<file path="config.mk">
export PLATFORM = sky130hd
export DESIGN_NAME = ika9958_rcc_gen
export DESIGN_NICKNAME = d
export VERILOG_FILES = /design/src/rtl/ika9958_rcc_gen.sv
export SDC_FILE = /design/constraint.sdc
export NUM_CORES = 1
export LEC_CHECK = 0
export ABC_AREA = 1
export ABC_CLOCK_PERIOD_IN_PS = 2000
export CAP_MARGIN = 20
export CELL_PAD_IN_SITES_DETAIL_PLACEMENT = 2
export CELL_PAD_IN_SITES_GLOBAL_PLACEMENT = 2
export CORE_MARGIN = 2
export CORE_UTILIZATION = 30
export CTS_CLUSTER_DIAMETER = 150
export DETAILED_ROUTE_END_ITERATION = 16
export GPL_TIMING_DRIVEN = 0
export PLACE_DENSITY = 0.84
export SETUP_SLACK_MARGIN = 0.15
export SKIP_LAST_GASP = 1
export SYNTH_ARGS = -nofsm -noshare
export SYNTH_HDL_FRONTEND = slang
export SYNTH_SLANG_ARGS = --single-unit
</file>
<file path="constraint.sdc">
create_clock -name i_EMUCLK -period 2 [get_ports i_EMUCLK]
set_input_delay 0.4 -clock i_EMUCLK [delete_from_list [all_inputs] [get_ports i_EMUCLK]]
set_output_delay 0.4 -clock i_EMUCLK [all_outputs]
set_load 0.01 [all_outputs]
</file>
<file path="src/rtl/ika9958_rcc_gen.sv">
// Reset-and-clock-control generator for IKA9958.
// Derives the phiA/phiL clock-enable strobes and the CPUCLK/DLCLK pin clocks
// from a mod-12 phase counter, and turns the external /RESET pin into a
// synchronized, phiL-aligned, stretched internal reset.
module ika9958_rcc_gen #(
    parameter int unsigned RST_STRETCH = 16
) (
    input  logic       i_EMUCLK,
    input  logic       i_RST,
    input  logic       i_RESET_n,
    output logic       o_PHIA_PCEN,
    output logic       o_PHIA_NCEN,
    output logic       o_PHIL_PCEN,
    output logic       o_PHIL_NCEN,
    output logic       o_CPUCLK,
    output logic       o_DLCLK,
    output logic       o_HRST_n,
    output logic [3:0] o_PHASE
);

    localparam int unsigned CNT_W    = 4;
    localparam int unsigned CNT_LAST = 11;
    localparam int unsigned SC_W     = 8;

    // Only 1..255 fits the stretch counter and produces a real stretch.
    if (RST_STRETCH == 0 || RST_STRETCH > 255) begin : g_bad_stretch
        $error("ika9958_rcc_gen: RST_STRETCH must be in 1..255");
    end

    typedef enum logic [1:0] {
        ST_HOLD  = 2'd0,
        ST_COUNT = 2'd1,
        ST_RUN   = 2'd2
    } state_t;

    logic [CNT_W-1:0] cnt_q;
    logic [CNT_W-1:0] cnt_d;

    logic phia_pcen_q, phia_pcen_d;
    logic phia_ncen_q, phia_ncen_d;
    logic phil_pcen_q, phil_pcen_d;
    logic phil_ncen_q, phil_ncen_d;
    logic cpuclk_q,    cpuclk_d;
    logic dlclk_q,     dlclk_d;

    logic s1_q;
    logic s2_q;

    state_t          state_q;
    logic [SC_W-1:0] sc_q;
    logic [SC_W-1:0] sc_inc;
    logic            hrst_n_q;

    // Next phase value and the strobe/pin-clock decode of that next value,
    // so each registered output lines up with the counter value it decodes.
    always_comb begin
        cnt_d       = (cnt_q == CNT_W'(CNT_LAST)) ? '0 : cnt_q + CNT_W'(1);
        phia_pcen_d = ~cnt_d[0];
        phia_ncen_d =  cnt_d[0];
        phil_pcen_d = (cnt_d[1:0] == 2'd1);
        phil_ncen_d = (cnt_d[1:0] == 2'd3);
        dlclk_d     = ~cnt_d[1];
        case (cnt_d)
            4'd0, 4'd1, 4'd2,
            4'd6, 4'd7, 4'd8: cpuclk_d = 1'b1;
            default:          cpuclk_d = 1'b0;
        endcase
    end

    // Phase counter and registered strobes; reset holds everything at 0.
    always_ff @(posedge i_EMUCLK) begin
        if (i_RST) begin
            cnt_q       <= '0;
            phia_pcen_q <= 1'b0;
            phia_ncen_q <= 1'b0;
            phil_pcen_q <= 1'b0;
            phil_ncen_q <= 1'b0;
            cpuclk_q    <= 1'b0;
            dlclk_q     <= 1'b0;
        end else begin
            cnt_q       <= cnt_d;
            phia_pcen_q <= phia_pcen_d;
            phia_ncen_q <= phia_ncen_d;
            phil_pcen_q <= phil_pcen_d;
            phil_ncen_q <= phil_ncen_d;
            cpuclk_q    <= cpuclk_d;
            dlclk_q     <= dlclk_d;
        end
    end

    // Two-flop synchronizer for the asynchronous /RESET pin.
    always_ff @(posedge i_EMUCLK) begin
        if (i_RST) begin
            s1_q <= 1'b0;
            s2_q <= 1'b0;
        end else begin
            s1_q <= i_RESET_n;
            s2_q <= s1_q;
        end
    end

    assign sc_inc = sc_q + SC_W'(1);

    // Stretch FSM: release is counted in phiL falling strobes, assertion is
    // immediate once the synced pin drops.
    always_ff @(posedge i_EMUCLK) begin
        if (i_RST) begin
            state_q  <= ST_HOLD;
            sc_q     <= '0;
            hrst_n_q <= 1'b0;
        end else begin
            case (state_q)
                ST_HOLD: begin
                    hrst_n_q <= 1'b0;
                    if (s2_q) begin
                        state_q <= ST_COUNT;
                        sc_q    <= '0;
                    end
                end
                ST_COUNT: begin
                    hrst_n_q <= 1'b0;
                    if (!s2_q) begin
                        state_q <= ST_HOLD;
                        sc_q    <= '0;
                    end else if (phil_ncen_q) begin
                        sc_q <= sc_inc;
                        if (sc_inc == SC_W'(RST_STRETCH)) begin
                            state_q  <= ST_RUN;
                            hrst_n_q <= 1'b1;
                        end
                    end
                end
                ST_RUN: begin
                    if (!s2_q) begin
                        state_q  <= ST_HOLD;
                        sc_q     <= '0;
                        hrst_n_q <= 1'b0;
                    end else begin
                        hrst_n_q <= 1'b1;
                    end
                end
                default: begin
                    state_q  <= ST_HOLD;
                    sc_q     <= '0;
                    hrst_n_q <= 1'b0;
                end
            endcase
        end
    end

    assign o_PHIA_PCEN = phia_pcen_q;
    assign o_PHIA_NCEN = phia_ncen_q;
    assign o_PHIL_PCEN = phil_pcen_q;
    assign o_PHIL_NCEN = phil_ncen_q;
    assign o_CPUCLK    = cpuclk_q;
    assign o_DLCLK     = dlclk_q;
    assign o_HRST_n    = hrst_n_q;
    assign o_PHASE     = cnt_q;

endmodule

</file>
==> flow_summary_export.csv, run 1 <==
group,metric,value,unit
die,initial_core_util,32.1,%
final_layout,fin_area,1330,µm²
placed_design,placed_area,1280,µm²
synthesis,ys_warn_count,0,
power_and_ir_drop,p_int,0.633,mW
die,dieWidth,64.5,µm
synthesis,synth_compound_area_share,7.98,%
route,firstDrtPassIters,4,
power_and_ir_drop,power.share.sequential,54.7,%
final_layout,regArea,444,µm²
global_route,grt_pass1_vias,1126,
power_and_ir_drop,vdd_drop_max,0.291,mV
power_and_ir_drop,p_comb_share,16.0,%
outcome,status,"finished, final reports clean",
sta,tns,0,ns
power_and_ir_drop,p_leak,0.509,nW
synthesis,synth_cell_type_count,22,
clocking,clockRootBuffer,"clkbuf_4",
sta,rsz0062_at_grt,"false",
worst_setup_path,cp.required,1.60,ns
clocking,clk_pin_slew,0.14,ns
sta,fin_crit_sh,88.0,%
synthesis,netlist_area,1100,µm²
power_and_ir_drop,switching_share,26.8,%
route,ant_nets,0,
worst_setup_path,critPathMaxFanout,7,
route,via_per_inst,4.63,
sta,period_minus_slack,1.76,ns
clocking,cts_hold_buf,0,
clocking,cts_inserted_buffers,3,
sta,hold_viol_final,0,
worst_setup_path,reg2reg_from,"state_q[1]",
worst_hold_path,hold_end,"s2_q",
final_layout,diodes,0,
worst_setup_path,ff2ff_path_depth,9,
job,drv_cap,0,
synthesis,synth_fa_ha_area_share,10.3,%
route,dr_total_vias,986,
power_and_ir_drop,netSwitchingPower,0.232,mW
sta,max_freq,0.568,GHz
route,drt_iter0_drc,39,
clocking,worstSkewPairLatency,0.31,ns
worst_setup_path,start_kind,"flop",
sta,finalClockSkew,0.0102,ns
synthesis,synth-seq-cells,22,
global_route,grt_pass1_wl,4.98,mm
synthesis,synthXorXnorAreaFrac,2.39,%
clocking,cts_tree,"done",
worst_setup_path,crit_type,"reg2out",
die,die_h,64.5,µm
placed_design,dp_hpwl,2.27,mm
final_layout,final_nets,180,
sta,maxSlewViolCount,0,
worst_setup_path,critPathArrivalTime,1.36,ns
clocking,h-tree-depth,1,
final_layout,drive_gt1_share,13.2,%
sta,setup_ws,0.239,ns
die,rows,21,
global_route,grt_usage,15.3,%
worst_setup_path,r2r-end,"sc_q[2]",
synthesis,synth_mux_area_share,0,%
route,drc_errors,0,
placed_design,gp_congestion,0.771,
die,dieArea,4160,µm²
synthesis,synthesis.nets,162,
route,wl_per_cell,13.1,µm
synthesis,synth.avg_cell_area,7.32,µm²
synthesis,yosysSeqAreaShare,40.1,%
global_route,grt_use_met2,28.5,%
final_layout,area_growth,20.8,%
global_route,use_met1,18.0,%
placed_design,dpl_worst_slack,0.304,ns
sta,setup_viol,0,
power_and_ir_drop,powerDensity,653,nW/µm²
final_layout,multi_input_area,548,µm²
synthesis,synthSimpleGateAreaFrac,29.3,%
global_route,grt_max_degree,13,
die,core_region_area,3420,µm²
placed_design,portBuffers,13,
global_route,antenna_found_initial,0,
worst_hold_path,hp-class,"reg2reg",
global_route,grt_util_met3,2.08,%
synthesis,syn_inst,150,
sta,worst_pin_slew,0.543,ns
clocking,clock_sinks,22,
sta,slew_headroom,63.8,%
worst_setup_path,ff2ff_setup_slack,0.38,ns
worst_setup_path,end_kind,"primary output",
clocking,cts_max_path_buffers,2,
power_and_ir_drop,power.share.clock,29.3,%
die,boundaryPins,14,
synthesis,synth_top_family_by_area,"simple AND/OR/NAND/NOR gates",
worst_hold_path,holdCritStartpoint,"s1_q",
route,drt-total-wl,2.80,mm
worst_hold_path,min_path_cells,2,
global_route,grt_overflow_total,0,
global_route,grt.busiest_layer,"met2",
final_layout,fillers,416,
final_layout,utilization,38.8,%
==> logic make-up after synthesis <==
family | Yosys count
xor gates and xnor gates | 3
and+or+nand+nor | 72
DFF | 22
AOI/OAI and AO/OA | 16
adders and majority gates | 9
buffers and inverters | 28
==> registers in the layout (all words and copies together) (netlist names) <==
name,count
o_CPUCLK,1
sc_q,8
s1_q,1
o_PHASE,4
o_PHIL_NCEN,1
o_HRST_n,1
s2_q,1
o_PHIL_PCEN,1
o_PHIA_PCEN,1
state_q,2
o_DLCLK,1
==> stage by stage <==
step                      power, mW  std cells  hold WS (ns)
after floorplan               0.558        150         0.388
after global placement        0.614        209         0.392
after detailed placement      0.624        209         0.410
after CTS                     0.880        213         0.428
after global routing          0.917        213         0.452
final                         0.865        213         0.423
==> placed cells by master (no fill, tap or decap), types with 2 or more instances in the layout <==
master / instances
xnor2_1: 3
nand2_1: 35
dfxtp_2: 3
ha_1: 9
inv_1: 20
dfxtp_1: 19
nand3_2: 2
a21oi_1: 10
clkbuf_1: 2
o21ai_1: 2
clkbuf_4: 3
nor2_2: 4
nor2_1: 16
nand3_1: 10
clkdlybuf4s50_1: 13
inv_2: 5
nand2_2: 2
==> layout make-up <==
class | count | area share, %
flip-flops and latches | 22 | 33.5
plain buffers | 3 | 1.13
inverters | 25 | 7.08
well taps | 46 | 4.34
multi-input cells | 100 | 41.4
clock buffers | 4 | 2.74
repair buffers | 13 | 9.82
==> critical path, stage by stage (launching register included) <==
cell             delay [ns]
dfxtp_2                0.42
buf_4                  0.13
clkdlybuf4s50_1        0.52
==> per-layer routing <==
layer / part of all wire [%] / routed length [µm] / vias to the layer above
li1: - / - / 493
met1: 44 / 1220 / 479
met2: 53 / 1480 / 12
met3: 2.5 / 71 / 2
met4: 0.68 / 19 / 0
met5: 0 / 0 / -
==> worst max path at each step <==
stage / cells past startpoint / slack [ns] / from / to
final: 2 / 0.24 / o_PHASE[0] / o_PHASE[0]
after global routing: 10 / 0.16 / sc_q[0] / state_q[0]
after CTS: 2 / 0.22 / o_PHASE[0] / o_PHASE[0]
after detailed placement: 10 / 0.30 / sc_q[0] / state_q[0]
after global placement: 10 / 0.37 / sc_q[0] / state_q[1]
after floorplan: 10 / 0.57 / sc_q[0] / state_q[0]
==> Yosys cell counts <==
library cell,n,area [µm²]
nand2_1,35,131
dfxtp_1,22,440
inv_1,20,75.1
nor2_1,16,60.1
a21oi_1,10,50.1
nand3_1,10,50.1
ha_1,9,113
inv_2,5,18.8
nor2_2,4,25.0
xnor2_1,3,26.3
clkbuf_1,2,7.51
nand2_2,2,12.5
nand3_2,2,20.0
o21ai_1,2,10.0
a211oi_1,1,7.51
a2bb2oi_1,1,8.76
and3_4,1,11.3
buf_4,1,7.51
nor3_1,1,5.00
o21ai_0,1,5.00
o22ai_1,1,6.26
or2_0,1,6.26
==> power groups by stage <==
stage / sequential [mW] / clock, mW / combinational (mW)
5_1_grt: 0.477 / 0.285 / 0.155
3_3_place_gp: 0.481 / 0 / 0.133
3_5_place_dp: 0.484 / 0 / 0.140
6_report: 0.474 / 0.253 / 0.138
4_1_cts: 0.475 / 0.264 / 0.141
2_1_floorplan: 0.487 / 0 / 0.0711
==> what timing repair did <==
item | CTS | global route
gates resized for setup | 1 | 2
buffers inserted | 0 | 0
setup endpoints to repair | 1 | 3
Note: power is estimated with default switching activity, not from simulation.
==> run 2, diff against run 1 <==
--- a/config.mk
+++ b/config.mk
@@ -15,6 +15,7 @@
 export CTS_CLUSTER_DIAMETER = 150
 export DETAILED_ROUTE_END_ITERATION = 16
 export GPL_TIMING_DRIVEN = 0
+export MAX_ROUTING_LAYER = met4
 export PLACE_DENSITY = 0.84
 export SETUP_SLACK_MARGIN = 0.15
 export SKIP_LAST_GASP = 1
==> flow_summary_export.csv, run 2 (synthesis gave the netlist of run 1 again) <==
group,metric,value,unit
clocking,cts_max_path_buffers,2,
final_layout,area_growth,20.8,%
final_layout,final_nets,180,
placed_design,dp.cells,209,
placed_design,portBuffers,13,
clocking,post_cts_buffers,0,
sta,fin_crit_sh,88.2,%
clocking,worstSkewPairLatency,0.31,ns
power_and_ir_drop,vdd_drop_max,0.293,mV
global_route,grt_usage,15.8,%
global_route,antenna_found_initial,0,
worst_setup_path,slowest_stage,"clkdlybuf4s50_1",
sta,max_freq,0.567,GHz
global_route,grt_max_degree,13,
placed_design,placed_area,1280,µm²
route,drt-total-wl,2.80,mm
final_layout,final_cell_mix,"nand2_1, inv_1, dfxtp_1",
job,drv_cap,0,
power_and_ir_drop,p_leak,0.509,nW
clocking,cts_tree,"done",
route,via_per_inst,4.63,
final_layout,final_common_cell,"nand2_1",
worst_setup_path,crit_family,"buffers and inverters",
final_layout,final-instance-count-excl-fill,213,
outcome,status,"finished, final reports clean",
final_layout,diodes,0,
power_and_ir_drop,powerDensity,654,nW/µm²
worst_setup_path,worst-path-buf-inv,2,
sta,slew_headroom,63.9,%
die,rows,21,
die,die_h,64.5,µm
die,boundaryPins,14,
route,drt_iter0_drc,35,
worst_hold_path,hp-class,"reg2reg",
worst_setup_path,critPathMaxFanout,7,
sta,finalClockSkew,0.00904,ns
final_layout,largest_reg_flops,8,
final_layout,drive_gt1_share,13.2,%
worst_setup_path,start_kind,"flop",
sta,maxSlewViolCount,0,
route,dr_total_vias,986,
clocking,clk_pin_slew,0.14,ns
global_route,grt_pass1_wl,5.00,mm
route,firstDrtPassIters,4,
route,ant_nets,0,
final_layout,largest_register,"sc_q",
worst_setup_path,cp.required,1.60,ns
route,wl_per_cell,13.2,µm
worst_setup_path,end_kind,"primary output",
route,drc_errors,0,
sta,worst_pin_slew,0.542,ns
clocking,cts_hold_buf,0,
clocking,clockRootBuffer,"clkbuf_4",
sta,rsz0062_at_grt,"false",
worst_setup_path,crit_type,"reg2out",
global_route,grt_overflow_total,0,
placed_design,dp_hpwl,2.27,mm
sta,tns,0,ns
global_route,grt_pass1_vias,1126,
die,core_region_area,3420,µm²
placed_design,gp_congestion,0.781,
sta,period_minus_slack,1.76,ns
sta,hold_viol_final,0,
die,dieWidth,64.5,µm
final_layout,fin_area,1330,µm²
sta,setup_viol,0,
clocking,cts_inserted_buffers,3,
die,dieArea,4160,µm²
worst_setup_path,path_cells,"buf_4 > clkdlybuf4s50_1",
clocking,h-tree-depth,1,
clocking,clock_sinks,22,
worst_setup_path,max_stage_delay,0.52,ns
worst_setup_path,critPathArrivalTime,1.36,ns
die,initial_core_util,32.1,%
[run 2: stage by stage]
step                total power, mW  setup WS [ns]  hold slack [ns]  util, %
CTS                           0.880          0.219            0.428     38.7
finish                        0.867          0.236            0.424     38.8
global placement              0.614          0.375            0.392     37.6
global route                  0.917          0.158            0.452     38.8
floorplan                     0.558          0.570            0.388        -
detailed placement            0.624          0.304            0.410     37.6
[run 2: per-layer routing]
| metal | wire length (µm) | track usage, % | vias up | share of wire [%] |
|---|---|---|---|---|
| li1 | - | - | 493 | - |
| met5 | 0 | - | - | 0 |
| met1 | 1230 | 18.3 | 479 | 44 |
| met4 | 19 | 4.79 | 0 | 0.68 |
| met2 | 1490 | 28.5 | 12 | 53 |
| met3 | 70 | 1.74 | 2 | 2.5 |
[run 2: cell type report]
class / instances / area, µm²
tap: 46 / 57.6
timing repair buffer: 13 / 130
inverter: 25 / 93.8
fill: 416 / 2090
buffer: 3 / 15.0
sequential: 22 / 444
multi-input combinational: 100 / 548
clock buffer: 4 / 36.3
[run 2: worst paths after layout]
check | slack [ns] | startpoint | cells after the start | to
worst max-delay path | 0.24 | o_PHASE[0] | 2 | o_PHASE[0]
worst min-delay path | 0.42 | s1_q | 2 | s2_q
worst max register to register | 0.38 | sc_q[0] | 10 | state_q[0]
worst min register to register | 0.42 | s1_q | 2 | s2_q
[run 2: repair_timing]
item                                    in CTS  in global routing
gates resized for setup                      1                  2
endpoints found under the setup margin       1                  3
cloned                                       0                  0
[run 2: worst reg2reg max path: stages, from the launching register on]
cell	delay (ns)
dfxtp_2	0.40
ha_1	0.23
nand3_2	0.13
o21ai_1	0.14
nand2_1	0.09
nor2_2	0.13
nand3_2	0.10
nand2_2	0.09
nand2_1	0.08
nand2_1	0.07
a21oi_1	0.06
[run 2: power breakdown]
part	total [mW]	switching (mW)	internal, mW
logic	0.138	0.0750	0.0634
registers	0.474	0.0149	0.459
clock network	0.255	0.144	0.111
